<file path="src/rtl/muldiv_pkg.sv">
// Shared encodings for the iterative multiply/divide unit: op codes, op
// classification helpers and the controller state type.
package muldiv_pkg;

    localparam logic [2:0] MD_MUL   = 3'd0;
    localparam logic [2:0] MD_MULH  = 3'd1;
    localparam logic [2:0] MD_MULHU = 3'd2;
    localparam logic [2:0] MD_DIV   = 3'd4;
    localparam logic [2:0] MD_MOD   = 3'd5;
    localparam logic [2:0] MD_DIVU  = 3'd6;
    localparam logic [2:0] MD_MODU  = 3'd7;

    typedef enum logic [1:0] {
        IDLE = 2'd0,
        CALC = 2'd1,
        DONE = 2'd2
    } md_state_e;

    // Divide-class ops all live in the upper half of the encoding space.
    function automatic logic md_op_is_div(input logic [2:0] op);
        return op[2];
    endfunction

    function automatic logic md_op_is_signed(input logic [2:0] op);
        return (op == MD_MULH) || (op == MD_DIV) || (op == MD_MOD);
    endfunction

endpackage

</file>
<file path="src/rtl/muldiv_div_step.sv">
// One restoring radix-2 divide step: shift the next dividend bit into the
// partial remainder, trial-subtract the divisor, keep the result if it fits.
module muldiv_div_step #(
    parameter int WIDTH = 32
) (
    input  logic [WIDTH-1:0] rem_i,
    input  logic [WIDTH-1:0] divisor_i,
    input  logic             bit_i,
    output logic [WIDTH-1:0] rem_o,
    output logic             q_o
);

    logic [WIDTH:0] shifted;
    logic [WIDTH:0] diff;

    // The partial remainder stays below the divisor, so bit WIDTH of the
    // difference is a clean borrow flag.
    always_comb begin
        shifted = {rem_i, bit_i};
        diff    = shifted - {1'b0, divisor_i};
        q_o     = ~diff[WIDTH];
        rem_o   = q_o ? diff[WIDTH-1:0] : shifted[WIDTH-1:0];
    end

endmodule

</file>
<file path="src/rtl/muldiv_iter_unit.sv">
// Iterative multiply/divide unit for the EXE stage: shift-add multiply with
// MUL_BITS bits per cycle, restoring radix-2 divide, sign fix at the end.
//
// state | meaning
// IDLE  | ready for a new op (in_ready=1)
// CALC  | iterating; counter counts down to the final step
// DONE  | result held on out_result until consumed or flushed
module muldiv_iter_unit
    import muldiv_pkg::*;
#(
    parameter int WIDTH    = 32,
    parameter int MUL_BITS = 2,
    parameter int FAST_DIV = 1
) (
    input  logic             clk,
    input  logic             resetn,
    input  logic             flush,
    input  logic             in_valid,
    output logic             in_ready,
    input  logic [2:0]       in_op,
    input  logic [WIDTH-1:0] in_src1,
    input  logic [WIDTH-1:0] in_src2,
    output logic             out_valid,
    input  logic             out_ready,
    output logic [WIDTH-1:0] out_result,
    output logic             busy
);

    localparam int CNT_W     = $clog2(WIDTH) + 1;
    localparam int MUL_ITERS = WIDTH / MUL_BITS;
    localparam int PP_W      = WIDTH + MUL_BITS;

    md_state_e state_q, state_d;
    logic [CNT_W-1:0] cnt_q, cnt_d;

    logic [2:0]       op_q;
    logic             neg_q;
    logic             rem_neg_q;
    logic             dz_q;
    logic [WIDTH-1:0] b_q;
    logic [WIDTH-1:0] hi_q;
    logic [WIDTH-1:0] lo_q;
    logic [WIDTH-1:0] res_q;

    logic             accept;
    logic             src1_neg, src2_neg;
    logic [WIDTH-1:0] a_mag, b_mag;
    logic             div_zero, div_ovf, fast;
    logic [WIDTH-1:0] fast_res;

    logic [PP_W-1:0]  pp;
    logic [WIDTH-1:0] mul_hi_n, mul_lo_n;
    logic [WIDTH-1:0] div_rem_n;
    logic             div_q_bit;
    logic [WIDTH-1:0] hi_n, lo_n;
    logic [WIDTH-1:0] final_res;
    logic             last_iter;

    assign in_ready   = (state_q == IDLE);
    assign busy       = (state_q != IDLE);
    assign out_valid  = (state_q == DONE);
    assign out_result = res_q;
    assign accept     = in_valid & in_ready & ~flush;
    assign last_iter  = (cnt_q == CNT_W'(1));

    // Operand conditioning at accept: signed ops iterate on magnitudes.
    always_comb begin
        src1_neg = md_op_is_signed(in_op) & in_src1[WIDTH-1];
        src2_neg = md_op_is_signed(in_op) & in_src2[WIDTH-1];
        a_mag    = src1_neg ? -in_src1 : in_src1;
        b_mag    = src2_neg ? -in_src2 : in_src2;
        div_zero = (in_src2 == '0);
        div_ovf  = ((in_op == MD_DIV) || (in_op == MD_MOD))
                   && (in_src1 == {1'b1, {(WIDTH-1){1'b0}}})
                   && (in_src2 == '1);
        fast     = (FAST_DIV != 0) && md_op_is_div(in_op) && (div_zero || div_ovf);
        // op[0] set selects the remainder; MIN/-1 quotient is the dividend itself.
        if (in_op[0])
            fast_res = div_zero ? in_src1 : '0;
        else
            fast_res = div_zero ? '1 : in_src1;
    end

    always_ff @(posedge clk or negedge resetn) begin
        if (!resetn) begin
            state_q <= IDLE;
            cnt_q   <= '0;
        end else begin
            state_q <= state_d;
            cnt_q   <= cnt_d;
        end
    end

    always_comb begin
        state_d = state_q;
        cnt_d   = cnt_q;
        case (state_q)
            IDLE: begin
                if (accept) begin
                    state_d = fast ? DONE : CALC;
                    cnt_d   = md_op_is_div(in_op) ? CNT_W'(WIDTH) : CNT_W'(MUL_ITERS);
                end
            end
            CALC: begin
                cnt_d = cnt_q - CNT_W'(1);
                if (last_iter)
                    state_d = DONE;
            end
            DONE: begin
                if (out_ready)
                    state_d = IDLE;
            end
            default: state_d = IDLE;
        endcase
        if (flush) begin
            state_d = IDLE;
            cnt_d   = '0;
        end
    end

    // Shift-add multiply: hi accumulates, lo holds unconsumed multiplier bits
    // at the bottom and finished product bits shifting in at the top.
    always_comb begin
        pp = {{MUL_BITS{1'b0}}, hi_q};
        for (int k = 0; k < MUL_BITS; k++) begin
            if (lo_q[k])
                pp = pp + (PP_W'(b_q) << k);
        end
        mul_hi_n = pp[PP_W-1:MUL_BITS];
        mul_lo_n = {pp[MUL_BITS-1:0], lo_q[WIDTH-1:MUL_BITS]};
    end

    muldiv_div_step #(
        .WIDTH(WIDTH)
    ) u_div_step (
        .rem_i     (hi_q),
        .divisor_i (b_q),
        .bit_i     (lo_q[WIDTH-1]),
        .rem_o     (div_rem_n),
        .q_o       (div_q_bit)
    );

    always_comb begin
        if (md_op_is_div(op_q)) begin
            hi_n = div_rem_n;
            lo_n = {lo_q[WIDTH-2:0], div_q_bit};
        end else begin
            hi_n = mul_hi_n;
            lo_n = mul_lo_n;
        end
    end

    // Sign fix on the final step; the high word of a negated double-width
    // product only needs a carry in when the low word is zero.
    always_comb begin
        final_res = '0;
        case (op_q)
            MD_MUL:   final_res = lo_n;
            MD_MULH:  final_res = neg_q ? (~hi_n + WIDTH'(lo_n == '0)) : hi_n;
            MD_MULHU: final_res = hi_n;
            MD_DIV,
            MD_DIVU:  final_res = dz_q ? '1 : (neg_q ? -lo_n : lo_n);
            MD_MOD,
            MD_MODU:  final_res = rem_neg_q ? -hi_n : hi_n;
            default:  final_res = '0;
        endcase
    end

    always_ff @(posedge clk or negedge resetn) begin
        if (!resetn) begin
            op_q      <= MD_MUL;
            neg_q     <= 1'b0;
            rem_neg_q <= 1'b0;
            dz_q      <= 1'b0;
            b_q       <= '0;
            hi_q      <= '0;
            lo_q      <= '0;
            res_q     <= '0;
        end else if (accept) begin
            op_q      <= in_op;
            neg_q     <= src1_neg ^ src2_neg;
            rem_neg_q <= src1_neg;
            dz_q      <= div_zero;
            b_q       <= b_mag;
            hi_q      <= '0;
            lo_q      <= a_mag;
            if (fast)
                res_q <= fast_res;
        end else if ((state_q == CALC) && !flush) begin
            hi_q <= hi_n;
            lo_q <= lo_n;
            if (last_iter)
                res_q <= final_res;
        end
    end

endmodule

</file>
<file path="config.mk">
export PLATFORM = sky130hd
export DESIGN_NAME = muldiv_iter_unit
export DESIGN_NICKNAME = d
export VERILOG_FILES = /design/src/rtl/muldiv_pkg.sv /design/src/rtl/muldiv_div_step.sv /design/src/rtl/muldiv_iter_unit.sv
export SDC_FILE = /design/constraint.sdc
export NUM_CORES = 1
export LEC_CHECK = 0
export BUFFER_PORTS_ARGS = -buffer_cell sky130_fd_sc_hd__buf_4
export CAP_MARGIN = 15
export CORE_ASPECT_RATIO = 0.9
export CORE_MARGIN = 4
export CORE_UTILIZATION = 45
export DETAILED_ROUTE_END_ITERATION = 10
export GPL_TIMING_DRIVEN = 0
export PLACE_DENSITY_LB_ADDON = 0.05
export SYNTH_ARGS = -nofsm -noshare
export SYNTH_HDL_FRONTEND = slang
export SYNTH_SLANG_ARGS = --single-unit
</file>
<file path="constraint.sdc">
create_clock -name clk -period 18.1 [get_ports clk]
set_input_delay 3.62 -clock clk [delete_from_list [all_inputs] [get_ports clk]]
set_output_delay 3.62 -clock clk [all_outputs]
set_load 0.05 [all_outputs]
</file>
==> metrics.txt <==
outcome completed; hold_buf cts 0; syn avg cell area 7.273 um^2; DR DRC count 0; Crit Path Category reg2reg; DP HPWL 76010 um; share of cells above drive strength 1 7.976%; largest area contributor in the synthesized netlist dfrtp_1; Unique masters post-synth 97; Syn-to-layout area delta 11.32%; Ports 107; maxcap violations 0; row count 70; gpl congestion 1.090; Worst Setup End Kind flop; Die ar. 0.04477 mm^2; GRT Total Usage 40.12%; proportion of netlist area held by the largest area contributor 19.06%; cell depth of the worst flop-to-flop path 24; Syn Nets 2747; Fin Setup TNS 0 ps; CP Max Fanout 10; CTS sink cnt 142; relative slew slack 11.79%; gr ovfl total 0; Seq cells post-synth 142; Worst-path clk slew 70 ps; drt via density ~7; Hold WC Path Type reg2reg; CTS tree done; initial core utilization 45.69%; commonest non-fill, non-tap cells in the layout 318 x nand2_1, 236 x o21ai_0, 233 x a21oi_1; DRT iter0 DRCs 3470; DR pass1 iterations 7; setup slack after layout around 7500 ps; yosys warns 0; Final nets 2878; Clock Root Buffer clkbuf_16; Final ANT Viol Nets 0; most common flop cell mapped by yosys dfrtp_1; Async S/R FF share, synth 100.0%; DR WL/cell 28.84 um; core footprint between 0.04 and 0.05 mm^2; crit path DAT 10970 ps; commonest non-fill, non-tap cell in the layout nand2_1; Startpoint Class flop; worst endpoint required time 18450 ps; Final period util around three fifths; sequential area share after synthesis 19.06%; pin count of the biggest net entering global routing 97; Gate Count Post-Synth 2564; area of the mapped netlist between 0.015 and 0.02 mm^2; CTS Buf Count 17; clk_lat worst skew 480 ps; Slew @ Worst Pin 1315 ps; RSZ-0062 raised after global routing false; Area contributors post-synth dfrtp_1 19%, ha_1 7.2%, nand2_1 6.4%, o21ai_0 6.3%, a21oi_1 6.3%; first-pass GRT wire length between 100000 and 150000 um; Post-Place Setup Slack 8193 ps; via count ~23000; Setup Skew 11.95 ps; overall power 4.583 mW; Post-CTS Setup Inserts 0; hold depth 2; Post-Place Cells 3214; antenna violations before repair 3; die span in x about 220 um; vias in the first global route 20782; maximum VDD drop ~120 uV; routed wire length ~94000 um; Pleak 8.429 nW; post_cts resized 0; pwr dens about 220 mW/mm^2; Final setup viols 0; Die Span Y ~200 um; Post-synth EDFFs 0; WHS ~500 ps; fmax between 90 and 100 MHz; clock tree buffer depth 2; Final Non-Filler Cells roughly 3200; H-tree levels 4; fin crit period 10620 ps; final hold vios 0; Slew Limit Fails 0; number of port buffers around 110
-- power by group --
group | switching [mW] | internal (mW) | leakage, nW | total (mW)
clock | 0.166 | 0.184 | 0.265 | 0.351
combinational | 2.47 | 1.15 | 6.36 | 3.61
sequential | 0.191 | 0.426 | 1.81 | 0.618
-- critical path, cell delays in order (launching register included) --
cell and delay [ps]:
dfrtp_1 400, clkbuf_1 510, buf_1 600, buf_1 690, clkbuf_1 720, clkbuf_1 740
buf_1 610, mux2i_1 550, ha_1 350, nand4b_1 170, nor4_1 810, nand2_1 290
or3_1 480, or2_2 370, nor3_1 270, ha_1 280, ha_1 290, o21ai_0 130
or4_1 420, buf_2 230, or4_1 450, clkbuf_1 220, a221o_1 440, a211oi_1 340
o21ai_1 90
-- final timing paths --
| check | startpoint | end | slack, ps |
|---|---|---|---|
| worst max register to register | op_q[2] | out_result[10] | 7480 |
| max in group asynchronous | resetn | b_q[20] | 14110 |
| min in group asynchronous | resetn | hi_q[22] | 3090 |
| worst min register to register | out_result[19] | out_result[19] | 500 |
| worst min-delay path | out_result[19] | out_result[19] | 500 |
| worst max-delay path | op_q[2] | out_result[10] | 7480 |
-- sequential cells by signal, summed over array words and instances, names as in the netlist --
register,cells
b_q,32
cnt_q,6
dz_q,1
hi_q,32
lo_q,32
neg_q,1
op_q,3
out_result,32
rem_neg_q,1
state_q,2
-- synthesized netlist by cell type (8+ instances only) --
master / instances
o31ai_1: 42
nor2_1: 178
o22ai_1: 25
nand4_1: 40
or3_1: 27
o211ai_1: 35
a22oi_1: 10
nor2b_1: 22
o31a_1: 9
or2_2: 11
mux2i_1: 47
a211o_1: 13
a22o_1: 13
a221oi_1: 15
and3_1: 22
ha_1: 108
buf_1: 19
nand2_1: 318
o41ai_1: 11
or4_1: 16
a211oi_1: 37
a21o_1: 52
xor2_1: 65
inv_1: 95
o21ai_1: 8
nand3_1: 58
nor3_1: 62
clkbuf_1: 118
a311oi_1: 10
o221ai_1: 25
a21oi_1: 233
nand2b_1: 24
xnor2_1: 75
and2_1: 14
a31oi_1: 48
dfrtp_1: 142
o21a_1: 30
nor4_1: 27
a221o_1: 9
maj3_1: 25
mux2_2: 22
a41oi_1: 9
o21bai_1: 10
o21ai_0: 236
nand3b_1: 10
-- final cells by class --
type	instances	area [um^2]
flip-flops and latches	142	3553
repair buffers	112	869.6
well taps	540	675.6
inverters	95	356.6
fillers	4206	20060
clock buffers	19	452.9
multi-input cells	2180	14160
clock inverters	13	103.9
plain buffers	147	579.3
diodes	1	2.502
-- metrics by stage --
step                      cell area (um^2)  utilization (%)
after floorplan                      18650                -
after global placement               20120            49.29
after detailed placement             20190            49.46
after CTS                            20740            50.82
after global routing                 20760            50.86
final                                20760            50.86
-- kinds of logic after synthesis --
family,after synthesis,share of synthesized area (%)
XOR/XNOR,140,6.575
AO/OA/AOI/OAI,967,33.98
buffers and inverters,242,5.019
multiplexers,69,3.851
flip-flops,142,19.06
adder cells (fa/ha/maj),136,8.910
AND/OR/NAND/NOR,868,22.60
-- per-layer routing --
layer | wire length (um) | GRT usage, % | up-vias
met4 | 3558 | 12.97 | 8
met3 | 14130 | 17.62 | 234
li1 | - | - | 9952
met5 | 111 | 0.8602 | -
met1 | 39610 | 56.49 | 10816
met2 | 36280 | 54.71 | 1498
Note: power is estimated with default switching activity, not from simulation.
